### src/rtl/cpu_control_pipe.sv
// cpu_control_pipe: registered LEGv8 main-control decoder for the decode stage.
// Accepts inst[31:21] over a valid/ready handshake and emits one registered
// control bundle per accepted opcode, with flush, a RUN/HALTED/TRAP state
// machine and a saturating illegal-opcode counter.
// Optional feature macro: CTRL_BL_EN (decode BL and drive Link).
module cpu_control_pipe #(
  parameter int OPC_W       = 11,
  parameter int ALUOP_W     = 2,
  parameter int ILL_CNT_W   = 8,
  parameter int TRAP_ON_ILL = 1
) (
  input  logic                 clk,
  input  logic                 rst_n,
  input  logic                 in_valid,
  output logic                 in_ready,
  input  logic [OPC_W-1:0]     inst31_21,
  output logic                 out_valid,
  input  logic                 out_ready,
  input  logic                 flush,
  input  logic                 resume,
  output logic                 Reg2Loc,
  output logic                 Branch,
  output logic                 BranchZero,
  output logic                 BranchNonZero,
  output logic                 MemRead,
  output logic                 MemtoReg,
  output logic                 MemWrite,
  output logic                 RegWrite,
  output logic [ALUOP_W-1:0]   ALUOp,
  output logic [1:0]           ALUSrc,
  output logic                 Link,
  output logic                 halted,
  output logic                 trap,
  output logic [ILL_CNT_W-1:0] ill_cnt
);

`ifdef CTRL_BL_EN
  localparam bit BL_EN = 1'b1;
`else
  localparam bit BL_EN = 1'b0;
`endif

  localparam logic [10:0] OP_NOP  = 11'b11010101000;
  localparam logic [10:0] OP_HALT = 11'b11111111111;
  localparam logic [10:0] OP_LDUR = 11'b11111000010;
  localparam logic [10:0] OP_STUR = 11'b11111000000;
  localparam logic [10:0] OP_ADD  = 11'b10001011000;
  localparam logic [10:0] OP_SUB  = 11'b11001011000;
  localparam logic [10:0] OP_AND  = 11'b10001010000;
  localparam logic [10:0] OP_ORR  = 11'b10101010000;
  localparam logic [9:0]  OP_ADDI = 10'b1001000100;
  localparam logic [7:0]  OP_CBZ  = 8'b10110100;
  localparam logic [7:0]  OP_CBNZ = 8'b10110101;
  localparam logic [5:0]  OP_B    = 6'b000101;
  localparam logic [5:0]  OP_BL   = 6'b100101;

  localparam logic [ILL_CNT_W-1:0] CNT_ONE = ILL_CNT_W'(1);

  typedef enum logic [1:0] {
    S_RUN    = 2'd0,
    S_HALTED = 2'd1,
    S_TRAP   = 2'd2
  } state_t;

  state_t r_state;
  state_t w_state_nxt;

  // Opcode compares always look at the top 11 bits of the field
  logic [10:0] w_opc;
  assign w_opc = inst31_21[OPC_W-1 -: 11];

  // Decoded (combinational) control bundle
  logic       w_reg2loc;
  logic       w_branch;
  logic       w_bzero;
  logic       w_bnzero;
  logic       w_memread;
  logic       w_memtoreg;
  logic       w_memwrite;
  logic       w_regwrite;
  logic [1:0] w_aluop;
  logic [1:0] w_alusrc;
  logic       w_link;
  logic       w_illegal;
  logic       w_is_halt;

  // Registered control bundle
  logic               r_vld_p1;
  logic               r_reg2loc_p1;
  logic               r_branch_p1;
  logic               r_bzero_p1;
  logic               r_bnzero_p1;
  logic               r_memread_p1;
  logic               r_memtoreg_p1;
  logic               r_memwrite_p1;
  logic               r_regwrite_p1;
  logic [ALUOP_W-1:0] r_aluop_p1;
  logic [1:0]         r_alusrc_p1;
  logic               r_link_p1;
  logic [ILL_CNT_W-1:0] r_ill_cnt;

  logic w_accept;
  logic w_fire;
  logic w_cnt_sat;

  // Nothing is accepted while reset is asserted, so ready is gated by it too
  assign in_ready  = rst_n && (r_state == S_RUN) && (!r_vld_p1 || out_ready);
  assign w_accept  = in_valid && in_ready;
  // A same-cycle flush discards the incoming opcode entirely
  assign w_fire    = w_accept && !flush;
  assign w_cnt_sat = &r_ill_cnt;
  assign w_is_halt = (w_opc == OP_HALT);

  // Priority decode: full match, then [10:1], [10:3], [10:5]; anything else is illegal
  always_comb begin
    w_reg2loc  = 1'b0;
    w_branch   = 1'b0;
    w_bzero    = 1'b0;
    w_bnzero   = 1'b0;
    w_memread  = 1'b0;
    w_memtoreg = 1'b0;
    w_memwrite = 1'b0;
    w_regwrite = 1'b0;
    w_aluop    = 2'b00;
    w_alusrc   = 2'b00;
    w_link     = 1'b0;
    w_illegal  = 1'b0;
    if ((w_opc == OP_NOP) || (w_opc == OP_HALT)) begin
      w_illegal = 1'b0;
    end else if (w_opc == OP_LDUR) begin
      w_memread  = 1'b1;
      w_memtoreg = 1'b1;
      w_regwrite = 1'b1;
      w_alusrc   = 2'b01;
    end else if (w_opc == OP_STUR) begin
      w_reg2loc  = 1'b1;
      w_memwrite = 1'b1;
      w_alusrc   = 2'b01;
    end else if ((w_opc == OP_ADD) || (w_opc == OP_SUB) ||
                 (w_opc == OP_AND) || (w_opc == OP_ORR)) begin
      w_regwrite = 1'b1;
      w_aluop    = 2'b10;
    end else if (w_opc[10:1] == OP_ADDI) begin
      w_regwrite = 1'b1;
      w_alusrc   = 2'b10;
      w_aluop    = 2'b10;
    end else if (w_opc[10:3] == OP_CBZ) begin
      w_reg2loc = 1'b1;
      w_bzero   = 1'b1;
      w_aluop   = 2'b01;
    end else if (w_opc[10:3] == OP_CBNZ) begin
      w_reg2loc = 1'b1;
      w_bnzero  = 1'b1;
      w_aluop   = 2'b01;
    end else if (w_opc[10:5] == OP_B) begin
      w_branch = 1'b1;
    end else if (BL_EN && (w_opc[10:5] == OP_BL)) begin
      w_branch   = 1'b1;
      w_link     = 1'b1;
      w_regwrite = 1'b1;
    end else begin
      w_illegal = 1'b1;
    end
  end

  // State register
  always_ff @(posedge clk) begin
    if (!rst_n) begin
      r_state <= S_RUN;
    end else begin
      r_state <= w_state_nxt;
    end
  end

  // Next state: HALT/illegal leave RUN, resume brings HALTED/TRAP back
  always_comb begin
    w_state_nxt = r_state;
    case (r_state)
      S_RUN: begin
        if (w_fire) begin
          if (w_is_halt) begin
            w_state_nxt = S_HALTED;
          end else if (w_illegal && (TRAP_ON_ILL != 0)) begin
            w_state_nxt = S_TRAP;
          end
        end
      end
      S_HALTED, S_TRAP: begin
        if (resume) begin
          w_state_nxt = S_RUN;
        end
      end
      default: w_state_nxt = S_RUN;
    endcase
  end

  // Output stage: bundle loads on accept and holds under backpressure
  always_ff @(posedge clk) begin
    if (!rst_n) begin
      r_vld_p1      <= 1'b0;
      r_reg2loc_p1  <= 1'b0;
      r_branch_p1   <= 1'b0;
      r_bzero_p1    <= 1'b0;
      r_bnzero_p1   <= 1'b0;
      r_memread_p1  <= 1'b0;
      r_memtoreg_p1 <= 1'b0;
      r_memwrite_p1 <= 1'b0;
      r_regwrite_p1 <= 1'b0;
      r_aluop_p1    <= '0;
      r_alusrc_p1   <= 2'b00;
      r_link_p1     <= 1'b0;
    end else if (flush) begin
      r_vld_p1 <= 1'b0;
    end else if (w_accept) begin
      r_vld_p1      <= 1'b1;
      r_reg2loc_p1  <= w_reg2loc;
      r_branch_p1   <= w_branch;
      r_bzero_p1    <= w_bzero;
      r_bnzero_p1   <= w_bnzero;
      r_memread_p1  <= w_memread;
      r_memtoreg_p1 <= w_memtoreg;
      r_memwrite_p1 <= w_memwrite;
      r_regwrite_p1 <= w_regwrite;
      r_aluop_p1    <= ALUOP_W'(w_aluop);
      r_alusrc_p1   <= w_alusrc;
      r_link_p1     <= w_link;
    end else if (out_ready) begin
      r_vld_p1 <= 1'b0;
    end
  end

  // Illegal-opcode counter, saturating at all-ones
  always_ff @(posedge clk) begin
    if (!rst_n) begin
      r_ill_cnt <= '0;
    end else if (w_fire && w_illegal && !w_cnt_sat) begin
      r_ill_cnt <= r_ill_cnt + CNT_ONE;
    end
  end

  assign out_valid     = r_vld_p1;
  assign Reg2Loc       = r_reg2loc_p1;
  assign Branch        = r_branch_p1;
  assign BranchZero    = r_bzero_p1;
  assign BranchNonZero = r_bnzero_p1;
  assign MemRead       = r_memread_p1;
  assign MemtoReg      = r_memtoreg_p1;
  assign MemWrite      = r_memwrite_p1;
  assign RegWrite      = r_regwrite_p1;
  assign ALUOp         = r_aluop_p1;
  assign ALUSrc        = r_alusrc_p1;
  assign Link          = r_link_p1;
  assign halted        = (r_state == S_HALTED);
  assign trap          = (r_state == S_TRAP);
  assign ill_cnt       = r_ill_cnt;

endmodule
### config.mk
export PLATFORM = sky130hd
export DESIGN_NAME = cpu_control_pipe
export DESIGN_NICKNAME = d
export VERILOG_FILES = /design/src/rtl/cpu_control_pipe.sv
export SDC_FILE = /design/constraint.sdc
export NUM_CORES = 1
export LEC_CHECK = 0
export CORE_MARGIN = 2
export CORE_UTILIZATION = 49
export CTS_CLUSTER_DIAMETER = 80
export DETAILED_ROUTE_END_ITERATION = 10
export GPL_TIMING_DRIVEN = 0
export PLACE_DENSITY = 0.84
export SYNTH_ARGS = -nofsm -noshare
export SYNTH_HDL_FRONTEND = slang
export SYNTH_SLANG_ARGS = --single-unit
### constraint.sdc
create_clock -name clk -period 4 [get_ports clk]
set_clock_uncertainty 0.1 [all_clocks]
set_input_delay 0.8 -clock clk [delete_from_list [all_inputs] [get_ports clk]]
set_output_delay 0.8 -clock clk [all_outputs]
set_load 0.005 [all_outputs]
==> metrics.cfg, run 1 <==
[status]
status = finished clean

[finish]
insertedDiodeCount = 0
drive_gt1_share_pct = 8.72
fin_util_pct = 70.2
nets = 218
syn_to_final_growth_pct = 34.5

[cts]
cts_htree_levels = 1
cts_resized = 0
cts.reportedPaths.clkPinSlew_ns = 0.12
cts_buffers = 3
cts_tree = built
post_cts_buffers = 0
worstSkewPairLatency_ns = 0.30
clock-sinks = 22
cts_buffer_depth = 2
cts_root_buffer = clkbuf_4
hold_buffers = 0

[die]
die_y_um = 55.6
rows = 18
coreArea_sq_mm = 0.00250
fp.dieW_um = 55.6
io_pins = 42
dieArea_sq_mm = 0.00309
start_util_pct = 52.2

[synthesis]
synth-main-ff-cell = dfxtp_1
syn_nets = 174
ys_seq_area_share_pct = 33.8
synth_common_cells = 22 x dfxtp_1, 15 x nand2_1, 12 x nand3_1, 12 x nor2_1, 10 x nand4_1
postSynthAreaPerCell_sq_um = 8.52
syn_inst = 153
yosysTopAreaCell = dfxtp_1
synth.top_cell.area_share_pct = 33.8
ys_warn_count = 0
synth_area_leaders = dfxtp_1 34%, nand4_1 4.8%, mux2i_1 4.6%
syn-cell-area_sq_mm = 0.00130
ys_types = 45
synth_edf_count = 0
synthArstFlopShare_pct = 0
synth-seq-cells = 22
yosysMostFrequentCell = dfxtp_1

[place]
place_ws_ns = 0.900
port_buffers = 39
place.gp.congestion = 0.826
dp_hpwl_mm = 2.50

[pwr]
vdd_drop_max_mv = 0.272
power_leakage_nw = 0.650
powerDensity_mw_per_mm2 = 263

[critical_path]
worstPathRequired_ns = 3.10
crit_path_max_fanout = 4
cp_cell_sequence = clkdlybuf4s50_1 > nor2b_1 > nor2_1 > clkdlybuf4s50_1
max_stage_delay_ns = 0.44
regToRegStartpoint = r_state[0]
ff2ff_setup_slack_ns = 1.61
end_kind = output pin
crit_buf_inv = 2
worstSetupStartpoint = out_ready
cpMostUsedCell = clkdlybuf4s50_1
cp_slowest_cell = clkdlybuf4s50_1
cp_data_arrival_time_ns = 1.95
setup.worst_path.start_class = input port
worstSetupPathType = in2out
crit_family = buffers and inverters

[sta]
max-slew-margin-rel_pct = 28.6
fin_crit_sh_pct = 71.3
setup_viol = 0
setup_tns_ns = 0
worst_slew_pin_slew_ns = 1.06
slew_viol_final = 0
fin_crit_ns = 2.85
timing.final.ws_setup_ns = 1.15
fmax_ghz = 0.351
rsz0062_at_grt = no
report.final.hold_viol_count = 0

[route]
vias = 1355
wl_mm = 3.23
initialDrtViolationCount = 42
post_drt_wl_per_cell_um = 14.4
vias_per_cell = 6.02
ant_nets = 0
drt_pass1_iterations = 4
drc = 0

[job]
cap_viol_max_count = 0

[worst_hold_path]
hp-start = ALUSrc[0]
hp-class = reg2reg

[global_route]
grt_overflow = 0
grt_pass1_vias = 1263
grt_use_total_pct = 21.5
grt_max_degree = 12
antenna_found_initial = 0
grt_pass1_wl_mm = 5.56

-- routing by layer --
layer  global-route usage, %  part of all wire, %
met1                    27.7                   42
met2                    37.1                   49
met3                    3.26                  8.2
met4                    5.92                 0.87
met5                       0                    0
-- worst paths after layout --
path,cells after the start,end
setup reg to reg,7,ill_cnt[7]
hold / removal,2,ALUSrc[0]
setup / recovery,4,in_ready
hold reg to reg,2,ALUSrc[0]
-- worst reg2reg max path, delay by kind of cell (launching register included) --
| kind | cells | cell delay, ns |
|---|---|---|
| buffers and inverters | 1 | 0.08 |
| AOI/OAI and AO/OA | 2 | 0.22 |
| adders and majority gates | 1 | 0.26 |
| and+or+nand+nor | 3 | 1.27 |
| DFF | 1 | 0.36 |
-- power breakdown --
part	switching [W]	internal, W	total, W	leakage (nW)
sequential	0.00000633	0.000228	0.000235	0.178
combinational	0.0000601	0.0000653	0.000125	0.458
clock	0.0000664	0.0000351	0.000102	0.0138
total	0.000133	0.000329	0.000462	0.650
-- through the flow --
stage	cell area [sq um]	std cells	total power (W)	hold slack, ns
2_1_floorplan	1300	153	0.000308	0.350
4_1_cts	1750	225	0.000465	0.370
3_5_place_dp	1730	222	0.000365	0.353
3_3_place_gp	1730	222	0.000360	0.343
6_report	1750	225	0.000462	0.368
5_1_grt	1750	225	0.000484	0.389
-- cell type report --
cell class	count	area, sq um
plain buffers	8	53.8
clock buffers	3	22.5
fillers	213	746
inverters	5	18.8
multi-input cells	118	791
flip-flops and latches	22	440
well taps	30	37.5
repair buffers	39	390
-- cells by family after synthesis --
kind of cell | Yosys count | synth area share (%)
DFF | 22 | 33.8
buffers and inverters | 13 | 5.56
and+or+nand+nor | 82 | 39.6
muxes | 6 | 4.61
other | 1 | 0.288
AOI/OAI and AO/OA | 25 | 12.3
adders and majority gates | 4 | 3.84
-- flip-flops by register name (all words and copies together), names as in the netlist, 2 cells and up --
signal and flops:
ill_cnt 8, ALUOp 2, ALUSrc 2, r_state 2
-- layout by cell type (no fill, tap or decap), types with 2 or more instances in the layout --
| cell type | count |
|---|---|
| nor4_1 | 2 |
| or4b_4 | 2 |
| buf_6 | 2 |
| and3_1 | 4 |
| nand2_1 | 15 |
| nand4_1 | 10 |
| clkbuf_4 | 3 |
| nor2b_1 | 4 |
| dfxtp_1 | 22 |
| nor3_1 | 4 |
| buf_4 | 2 |
| mux2i_1 | 6 |
| a21oi_1 | 8 |
| ha_1 | 4 |
| nor4b_1 | 2 |
| nor2_1 | 12 |
| nor4bb_1 | 2 |
| a31oi_1 | 3 |
| nand2b_1 | 2 |
| clkbuf_1 | 3 |
| o21ai_0 | 5 |
| nand3_1 | 12 |
| clkdlybuf4s50_1 | 39 |
| inv_1 | 4 |
Power figures use the tool's default switching activity.
==> run 2: changes to the inputs <==
- CORE_UTILIZATION: 49 -> 41
- PLACE_DENSITY: 0.84 -> 0.75
- clock period: 4 -> 2.6 ns (I/O delays scaled with it)
==> run 2 against run 1 <==
Effect of this change:
- total power is 80% higher
- clock power grew to 2.7 times the previous value
- register-to-register slack worse by 1.3 ns
- via count is 0.44% lower
- cell count is 6.7% higher
- first-iteration DRC count is 31% higher
- critical endpoint is now ill_cnt[5]
- largest cell class unchanged
- largest power group unchanged
==> metrics.cfg, run 2 (same netlist as run 1, synthesis figures left out) <==
[finish]
largest_register_ffs = 8
drive_gt1_share_pct = 10.7
insertedDiodeCount = 0
layout_common_cells = 39 x clkdlybuf4s50_1, 22 x dfxtp_1, 15 x nand2_1
fin_util_pct = 60.1
nets = 218
syn_to_final_growth_pct = 39.5
layout_commonest_cell = clkdlybuf4s50_1

[route]
drt_pass1_iterations = 4
wl_mm = 3.48
post_drt_wl_per_cell_um = 14.5
initialDrtViolationCount = 55
vias = 1349
vias_per_cell = 5.62
ant_nets = 0
drc = 0

[worst_hold_path]
hp-start = ALUSrc[0]
hp-class = reg2reg
hold_depth = 2
min_to = ALUSrc[0]

[cts]
cts_buffers = 3
cts_resized = 0
hold_buffers = 0
cts.reportedPaths.clkPinSlew_ns = 0.14
cts_root_buffer = clkbuf_4
cts_htree_levels = 1
clock-sinks = 22
cts_buffer_depth = 2
worstSkewPairLatency_ns = 0.32
post_cts_buffers = 0
cts_tree = built

[critical_path]
max_stage_delay_ns = 0.57
worstPathRequired_ns = 2.76
cp_cell_sequence = clkdlybuf4s50_1 > or4b_4 > nor4_2 > a31oi_1 > buf_2 > nand4_1 > mux2i_1
setup.worst_path.start_class = input port
r2r-end = ill_cnt[4]
end_kind = flop
reg2reg_depth = 8
cp_slowest_cell = or4b_4
regToRegStartpoint = r_state[1]
ff2ff_setup_slack_ns = 0.31
cp_data_arrival_time_ns = 2.65
worstSetupPathType = in2reg
crit_path_max_fanout = 10

[die]
rows = 20
die_y_um = 60.4
coreArea_sq_mm = 0.00303
fp.dieW_um = 60.4
dieArea_sq_mm = 0.00365
start_util_pct = 43.1
io_pins = 42

[sta]
fin_crit_sh_pct = 95.6
setup_tns_ns = 0
hold_ws_ns = 0.362
fin_crit_ns = 2.48
setup_viol = 0
report.final.hold_viol_count = 0
fmax_ghz = 0.403
slew_viol_final = 0
worst_slew_pin_slew_ns = 0.646
rsz0062_at_grt = no
max-slew-margin-rel_pct = 56.3

[pwr]
vdd_drop_max_mv = 0.214
power_leakage_nw = 0.665
powerDensity_mw_per_mm2 = 458
power.total_w = 0.000833

[place]
place.gp.congestion = 0.854
port_buffers = 39
dp_hpwl_mm = 2.64

[job]
cap_viol_max_count = 0

[global_route]
grt_max_degree = 14
grt_use_total_pct = 21.3
antenna_found_initial = 0
grt_pass1_wl_mm = 5.80
grt_overflow = 0
grt_pass1_vias = 1244

[status]
status = finished clean

[run 2: cell type report]
cell class | count | area [sq um]
fill | 303 | 1210
timing repair buffer | 39 | 390
tap | 44 | 55.1
clock buffer | 3 | 22.5
buffer | 8 | 53.8
multi-input combinational | 118 | 808
inverter | 5 | 18.8
sequential | 22 | 440
clock inverter | 1 | 30.0
[run 2: critical path, delay by kind of cell]
kind	cells	cell delay (ns)
multiplexers	1	0.21
AND/OR/NAND/NOR	3	1.02
buffers and inverters	2	0.76
AO/OA/AOI/OAI	1	0.12
[run 2: report_power, final]
part | internal, W | switching, W | leakage, nW
clock network | 0.000156 | 0.000117 | 0.0279
registers | 0.000351 | 0.00000933 | 0.178
logic | 0.000101 | 0.0000978 | 0.460
[run 2: how the worst max path moves through the flow]
stage / to / cells after the start / start
finish: ill_cnt[5] / 7 / inst31_21[8]
global route: ill_cnt[6] / 7 / inst31_21[8]
CTS: ill_cnt[5] / 7 / inst31_21[8]
detailed placement: ill_cnt[5] / 7 / inst31_21[8]
global placement: ill_cnt[6] / 7 / inst31_21[8]
floorplan: ill_cnt[6] / 6 / inst31_21[2]
[run 2: metrics by stage]
step,worst slack (ns),cell area [sq um],std cells
3_3_place_gp,-0.313,1750,236
2_1_floorplan,0.485,1300,153
6_report,0.116,1820,240
3_5_place_dp,-0.290,1750,236
5_1_grt,0.0353,1820,240
4_1_cts,0.0323,1800,240
[run 2: layer usage]
metal	routed length [um]	GRT usage, %
met5	0	0
met4	46	7.94
met3	159	2.77
met2	1700	36.2
met1	1580	27.5
